$ cat config.mk
export PLATFORM = sky130hd
export DESIGN_NAME = dmem_responder
export DESIGN_NICKNAME = d
export VERILOG_FILES = /design/src/rtl/dmem_responder.sv
export SDC_FILE = /design/constraint.sdc
export NUM_CORES = 1
export LEC_CHECK = 0
export CAP_MARGIN = 5
export CORE_ASPECT_RATIO = 0.6
export CORE_MARGIN = 2
export CORE_UTILIZATION = 44
export DETAILED_ROUTE_END_ITERATION = 7
export PLACE_DENSITY = 0.9
export SLEW_MARGIN = 20
export SYNTH_ARGS = -nofsm -noshare
export SYNTH_HDL_FRONTEND = slang
export SYNTH_SLANG_ARGS = --single-unit
$ cat constraint.sdc
create_clock -name clk -period 2.43 [get_ports clk]
set_input_delay 0.729 -clock clk [delete_from_list [all_inputs] [get_ports clk]]
set_output_delay 0.729 -clock clk [all_outputs]
set_load 0.01 [all_outputs]
$ cat src/rtl/dmem_responder.sv
// dmem_responder: MEM-stage load/store responder for a word-wide ram_top port.
// Sub-word stores are read-modify-write because ram_top has no byte enables.
module dmem_responder #(
    parameter int ADDR_W = 16,
    parameter int RD_LAT = 1
) (
    input  logic              clk,
    input  logic              rst_n,
    input  logic              req_valid,
    output logic              req_ready,
    input  logic              req_we,
    input  logic [1:0]        req_size,
    input  logic              req_unsigned,
    input  logic [ADDR_W+1:0] req_addr,
    input  logic [31:0]       req_wdata,
    output logic              rsp_valid,
    input  logic              rsp_ready,
    output logic [31:0]       rsp_rdata,
    output logic              rsp_err,
    output logic [ADDR_W-1:0] ram_addr,
    output logic [31:0]       ram_wdata,
    output logic              ram_wen,
    input  logic [31:0]       ram_rdata
);
    localparam int CW = $clog2(RD_LAT + 1);

    typedef enum logic [1:0] {IDLE, RD_WAIT, WRITE, RESP} state_t;

    state_t            state_q, state_d;
    logic [CW-1:0]     cnt_q, cnt_d;
    logic              we_q, we_d;
    logic [1:0]        size_q, size_d;
    logic              uns_q, uns_d;
    logic [1:0]        lo_q, lo_d;
    logic [15:0]       wdata_q, wdata_d;
    logic [31:0]       rsp_rdata_q, rsp_rdata_d;
    logic              rsp_err_q, rsp_err_d;
    logic [ADDR_W-1:0] ram_addr_q, ram_addr_d;
    logic [31:0]       ram_wdata_q, ram_wdata_d;
    logic              ram_wen_q, ram_wen_d;
    logic [7:0]        rd_byte;
    logic [15:0]       rd_half;
    logic [31:0]       load_val;
    logic [31:0]       merged;
    logic              req_bad;

    always_comb begin
        rd_byte  = ram_rdata[{lo_q, 3'b000} +: 8];
        rd_half  = ram_rdata[{lo_q[1], 4'b0000} +: 16];
        load_val = (size_q == 2'd0) ? {{24{~uns_q & rd_byte[7]}}, rd_byte} :
                   (size_q == 2'd1) ? {{16{~uns_q & rd_half[15]}}, rd_half} : ram_rdata;
        merged   = ram_rdata;
        if (size_q == 2'd0)
            merged[{lo_q, 3'b000} +: 8] = wdata_q[7:0];
        else
            merged[{lo_q[1], 4'b0000} +: 16] = wdata_q;
        req_bad  = (req_size == 2'd3) || (req_size == 2'd1 && req_addr[0]) ||
                   (req_size == 2'd2 && |req_addr[1:0]);
    end

    always_comb begin
        state_d     = state_q;
        cnt_d       = cnt_q;
        we_d        = we_q;
        size_d      = size_q;
        uns_d       = uns_q;
        lo_d        = lo_q;
        wdata_d     = wdata_q;
        rsp_rdata_d = rsp_rdata_q;
        rsp_err_d   = rsp_err_q;
        ram_addr_d  = ram_addr_q;
        ram_wdata_d = ram_wdata_q;
        case (state_q)
            IDLE: if (req_valid) begin
                we_d        = req_we;
                size_d      = req_size;
                uns_d       = req_unsigned;
                lo_d        = req_addr[1:0];
                wdata_d     = req_wdata[15:0];
                rsp_rdata_d = '0;
                rsp_err_d   = req_bad;
                if (req_bad) begin
                    state_d = RESP;
                end else begin
                    ram_addr_d = req_addr[ADDR_W+1:2];
                    if (req_we && req_size == 2'd2) begin
                        ram_wdata_d = req_wdata;
                        state_d     = WRITE;
                    end else begin
                        cnt_d   = CW'(RD_LAT);
                        state_d = RD_WAIT;
                    end
                end
            end
            // Read data is sampled on the RD_LAT-th edge after ram_addr was launched.
            RD_WAIT: begin
                cnt_d = cnt_q - 1'b1;
                if (cnt_q == CW'(1)) begin
                    if (we_q) begin
                        ram_wdata_d = merged;
                        state_d     = WRITE;
                    end else begin
                        rsp_rdata_d = load_val;
                        state_d     = RESP;
                    end
                end
            end
            WRITE: state_d = RESP;
            RESP: state_d = rsp_ready ? IDLE : RESP;
        endcase
        ram_wen_d = (state_d == WRITE);
    end

    always_ff @(posedge clk or negedge rst_n) begin
        if (!rst_n) begin
            state_q     <= IDLE;
            cnt_q       <= '0;
            we_q        <= 1'b0;
            size_q      <= 2'd0;
            uns_q       <= 1'b0;
            lo_q        <= 2'd0;
            wdata_q     <= '0;
            rsp_rdata_q <= '0;
            rsp_err_q   <= 1'b0;
            ram_addr_q  <= '0;
            ram_wdata_q <= '0;
            ram_wen_q   <= 1'b0;
        end else begin
            state_q     <= state_d;
            cnt_q       <= cnt_d;
            we_q        <= we_d;
            size_q      <= size_d;
            uns_q       <= uns_d;
            lo_q        <= lo_d;
            wdata_q     <= wdata_d;
            rsp_rdata_q <= rsp_rdata_d;
            rsp_err_q   <= rsp_err_d;
            ram_addr_q  <= ram_addr_d;
            ram_wdata_q <= ram_wdata_d;
            ram_wen_q   <= ram_wen_d;
        end
    end

    assign req_ready = (state_q == IDLE);
    assign rsp_valid = (state_q == RESP);
    assign rsp_rdata = rsp_rdata_q;
    assign rsp_err   = rsp_err_q;
    assign ram_addr  = ram_addr_q;
    assign ram_wdata = ram_wdata_q;
    assign ram_wen   = ram_wen_q;
endmodule
==> results_dict.tcl <==
set metrics [dict create \
    htree_num_levels 3 \
    relSlewSlack_pct 53.51 \
    synthArstFlopShare_pct 100.0 \
    post_cts_resize_count 0 \
    p_total_mw 11.06 \
    place_congestion 0.9226 \
    die_w_um 154.7 \
    setup_viol 0 \
    crit_type "reg -> reg" \
    insertion_delay_ns 0.34 \
    dieArea_sq_um 14600 \
    ctsRootBufferMaster "clkbuf_16" \
    post-route-period-util_pct 93.02 \
    synth_edf_count 0 \
    start_util_pct 45.93 \
    ys_types 42 \
    antenna_found_initial 0 \
    postSynthCellCount 549 \
    rsz0062_at_grt "no" \
    cts_tree "yes" \
    crit_chain "inv_1, ha_1, and3_1, a2111oi_0, a211oi_1, mux2_2" \
    worstPathMaxFanout 8 \
    hold_path_class "in -> async" \
    peakVddDrop_mv 0.7902 \
    setup_ws_ns 0.1697 \
    yosys-top-cells-count "dfrtp_1 (107), mux2_2 (64), mux2i_1 (48)" \
    synth.area.top_cells "dfrtp_1 (45%), mux2_2 (12%), mux2i_1 (8.0%)" \
    cp.required_ns 2.66 \
    track_usage_pct 28.73 \
    ys_seq_area_share_pct 44.67 \
    yosysMostFrequentCell "dfrtp_1" \
    grt_pass1_wl_mm 32.01 \
    finalHoldViolations 0 \
    cts.clk_slew.worst_paths_ns 0.07 \
    grt_overflow 0 \
    skew_ns 0.006613 \
    first_pass_iters 5 \
    r2r-end "ram_wdata[9]$_DFFE_PN0P_" \
    drtIter0Drc 618 \
    area.growth.synth_to_final_pct 41.95 \
    portBuffers 173 \
    crit_arrival_ns 2.49 \
    io_pins 174 \
    r2r_slack_ns 0.17 \
    cap_violations 0 \
    p_per_area_nw_per_um2 1300 \
    ctsLongestPathBuffers 2 \
    crit_path_top_delay_cell "a2111oi_0" \
    utilization_pct 65.19 \
    timing.rr.start "lo_q[1]$_DFFE_PN0P_" \
    ys_warn_count 0 \
    fp-row-count 32 \
    cts.sinks 107 \
    yosys_most_used_dff "dfrtp_1" \
    instances_no_fill 920 \
    rr_worst_depth 6 \
    drive_gt1_share_pct 19.73 \
    p_leak_nw 3.528 \
    synth_top_area_cell "dfrtp_1" \
    nets 840 \
    cts_buffers 9 \
    grt_pass1_vias 5479 \
    period_minus_slack_ns 2.260 \
    drcViolationCount 0 \
    netlist.area_leader.share_pct 44.67 \
    pre_cts_slack_ns -0.05195 \
    run_status "finished clean" \
    dp_cells 904 \
    syn_area_per_cell_sq_um 10.92 \
    antenna_cells 0 \
    setup.worst_path.start_class "flip-flop" \
    viasPerCell 5.996 \
    max_freq_ghz 0.4424 \
    cts_hold_buffers 0 \
    cts_setup_buffers 0 \
    syn_nets 644 \
    ys_ff_latch 107 \
    wire_per_inst_um 22.34 \
    crit_path_end_kind "flip-flop" \
    num-fill-cells 1028 \
    coreArea_sq_um 13050 \
    tightest_slew_ns 0.6952 \
    hpwl_mm 15.63 \
    fp.dieH_um 94.41 \
    slew_viol_final 0 \
    routed_wl_mm 20.55 \
    num_vias 5516 \
    critPathMaxStageDelay_ns 0.45 \
    grt_max_degree 49 \
    syn_area_sq_um 5994 \
    ant_nets 0 \
]
## cells by family after synthesis
group	after synthesis	synth area share (%)
and+or+nand+nor	154	13.07
AOI/OAI and AO/OA	118	15.97
muxes	117	21.29
DFF	107	44.67
buffers and inverters	48	3.966
adders and majority gates	5	1.044
## how the worst max path moves through the flow
stage                         startpoint                        end  slack (ns)  depth (start not counted)
floorplan            lo_q[1]$_DFFE_PN0P_   ram_wdata[9]$_DFFE_PN0P_        0.17                          9
global placement             req_size[1]  ram_wdata[25]$_DFFE_PN0P_        0.02                          6
detailed placement             rsp_ready  ram_wdata[16]$_DFFE_PN0P_       -0.05                          6
CTS                 state_q[1]$_DFF_PN0_                  req_ready        0.16                          3
global route         lo_q[1]$_DFFE_PN0P_   ram_wdata[0]$_DFFE_PN0P_        0.06                          7
finish               lo_q[1]$_DFFE_PN0P_   ram_wdata[9]$_DFFE_PN0P_        0.17                          6
## area by class of cell
type	instances	area, sq um	area share, %
clock inverter	5	37.54	0.4411
tap	170	212.7	2.500
timing repair buffer	228	2230	26.20
sequential	107	2679	31.48
multi-input combinational	394	3099	36.42
inverter	5	18.77	0.2206
clock buffer	11	232.7	2.735
## per-layer routing
| layer | global-route usage (%) | wire (um) | vias up |
|---|---|---|---|
| li1 | - | - | 2447 |
| met1 | 42.51 | 9627 | 2740 |
| met2 | 43.94 | 8806 | 304 |
| met4 | 5.787 | 241 | 0 |
| met3 | 5.966 | 1878 | 25 |
| met5 | 0 | 0 | - |
## critical path: cells and delay by family, from the launching register on
family,cells,cell delay (ns)
compound gates,2,0.59
flops,1,0.43
simple gates,1,0.32
fa+ha+maj,1,0.31
mux,1,0.29
buf+inv,1,0.20
## where the power goes
group	internal (mW)	total (mW)	switching, mW
combinational	3.33	6.36	3.03
clock	0.701	1.37	0.671
sequential	2.63	3.33	0.697
total	6.66	11.1	4.40
## sequential cells by signal, summed over array words and instances, names as in the netlist
register and cells:
cnt_q 1, lo_q 2, ram_addr 16, ram_wdata 32, ram_wen 1, rsp_err 1, rsp_rdata 32, size_q 2
state_q 2, uns_q 1, wdata_q 16, we_q 1
## through the flow
stage                     hold slack (ns)  TNS, ns  area [sq um]
after floorplan                    0.4334        0          5995
after global placement             0.4787        0          8239
after detailed placement           0.4731   -1.579          8239
after CTS                          0.2384        0          8509
after global routing               0.2407        0          8509
final                              0.2466        0          8509
## cells in the final DEF (no fill, tap or decap), drive strengths merged, types with 4 or more instances in the layout
| cell | synthesis | final |
|---|---|---|
| and3b | 4 | 4 |
| a311oi | 21 | 21 |
| nand3 | 17 | 17 |
| buf | 24 | 56 |
| mux2 | 69 | 69 |
| clkbuf | 19 | 11 |
| o21ai | 5 | 5 |
| nand2 | 38 | 38 |
| nor3b | 4 | 4 |
| dfrtp | 107 | 107 |
| a211oi | 32 | 32 |
| inv | 5 | 6 |
| a32o | 7 | 7 |
| mux2i | 48 | 48 |
| nor2 | 40 | 40 |
| nor2b | 40 | 40 |
| a221oi | 11 | 11 |
| ha | 5 | 5 |
| a21oi | 5 | 5 |
| a22o | 9 | 9 |
| o2bb2ai | 16 | 16 |
| clkdlybuf4s50 | 0 | 172 |
| a22oi | 7 | 7 |
Power figures use the tool's default switching activity.
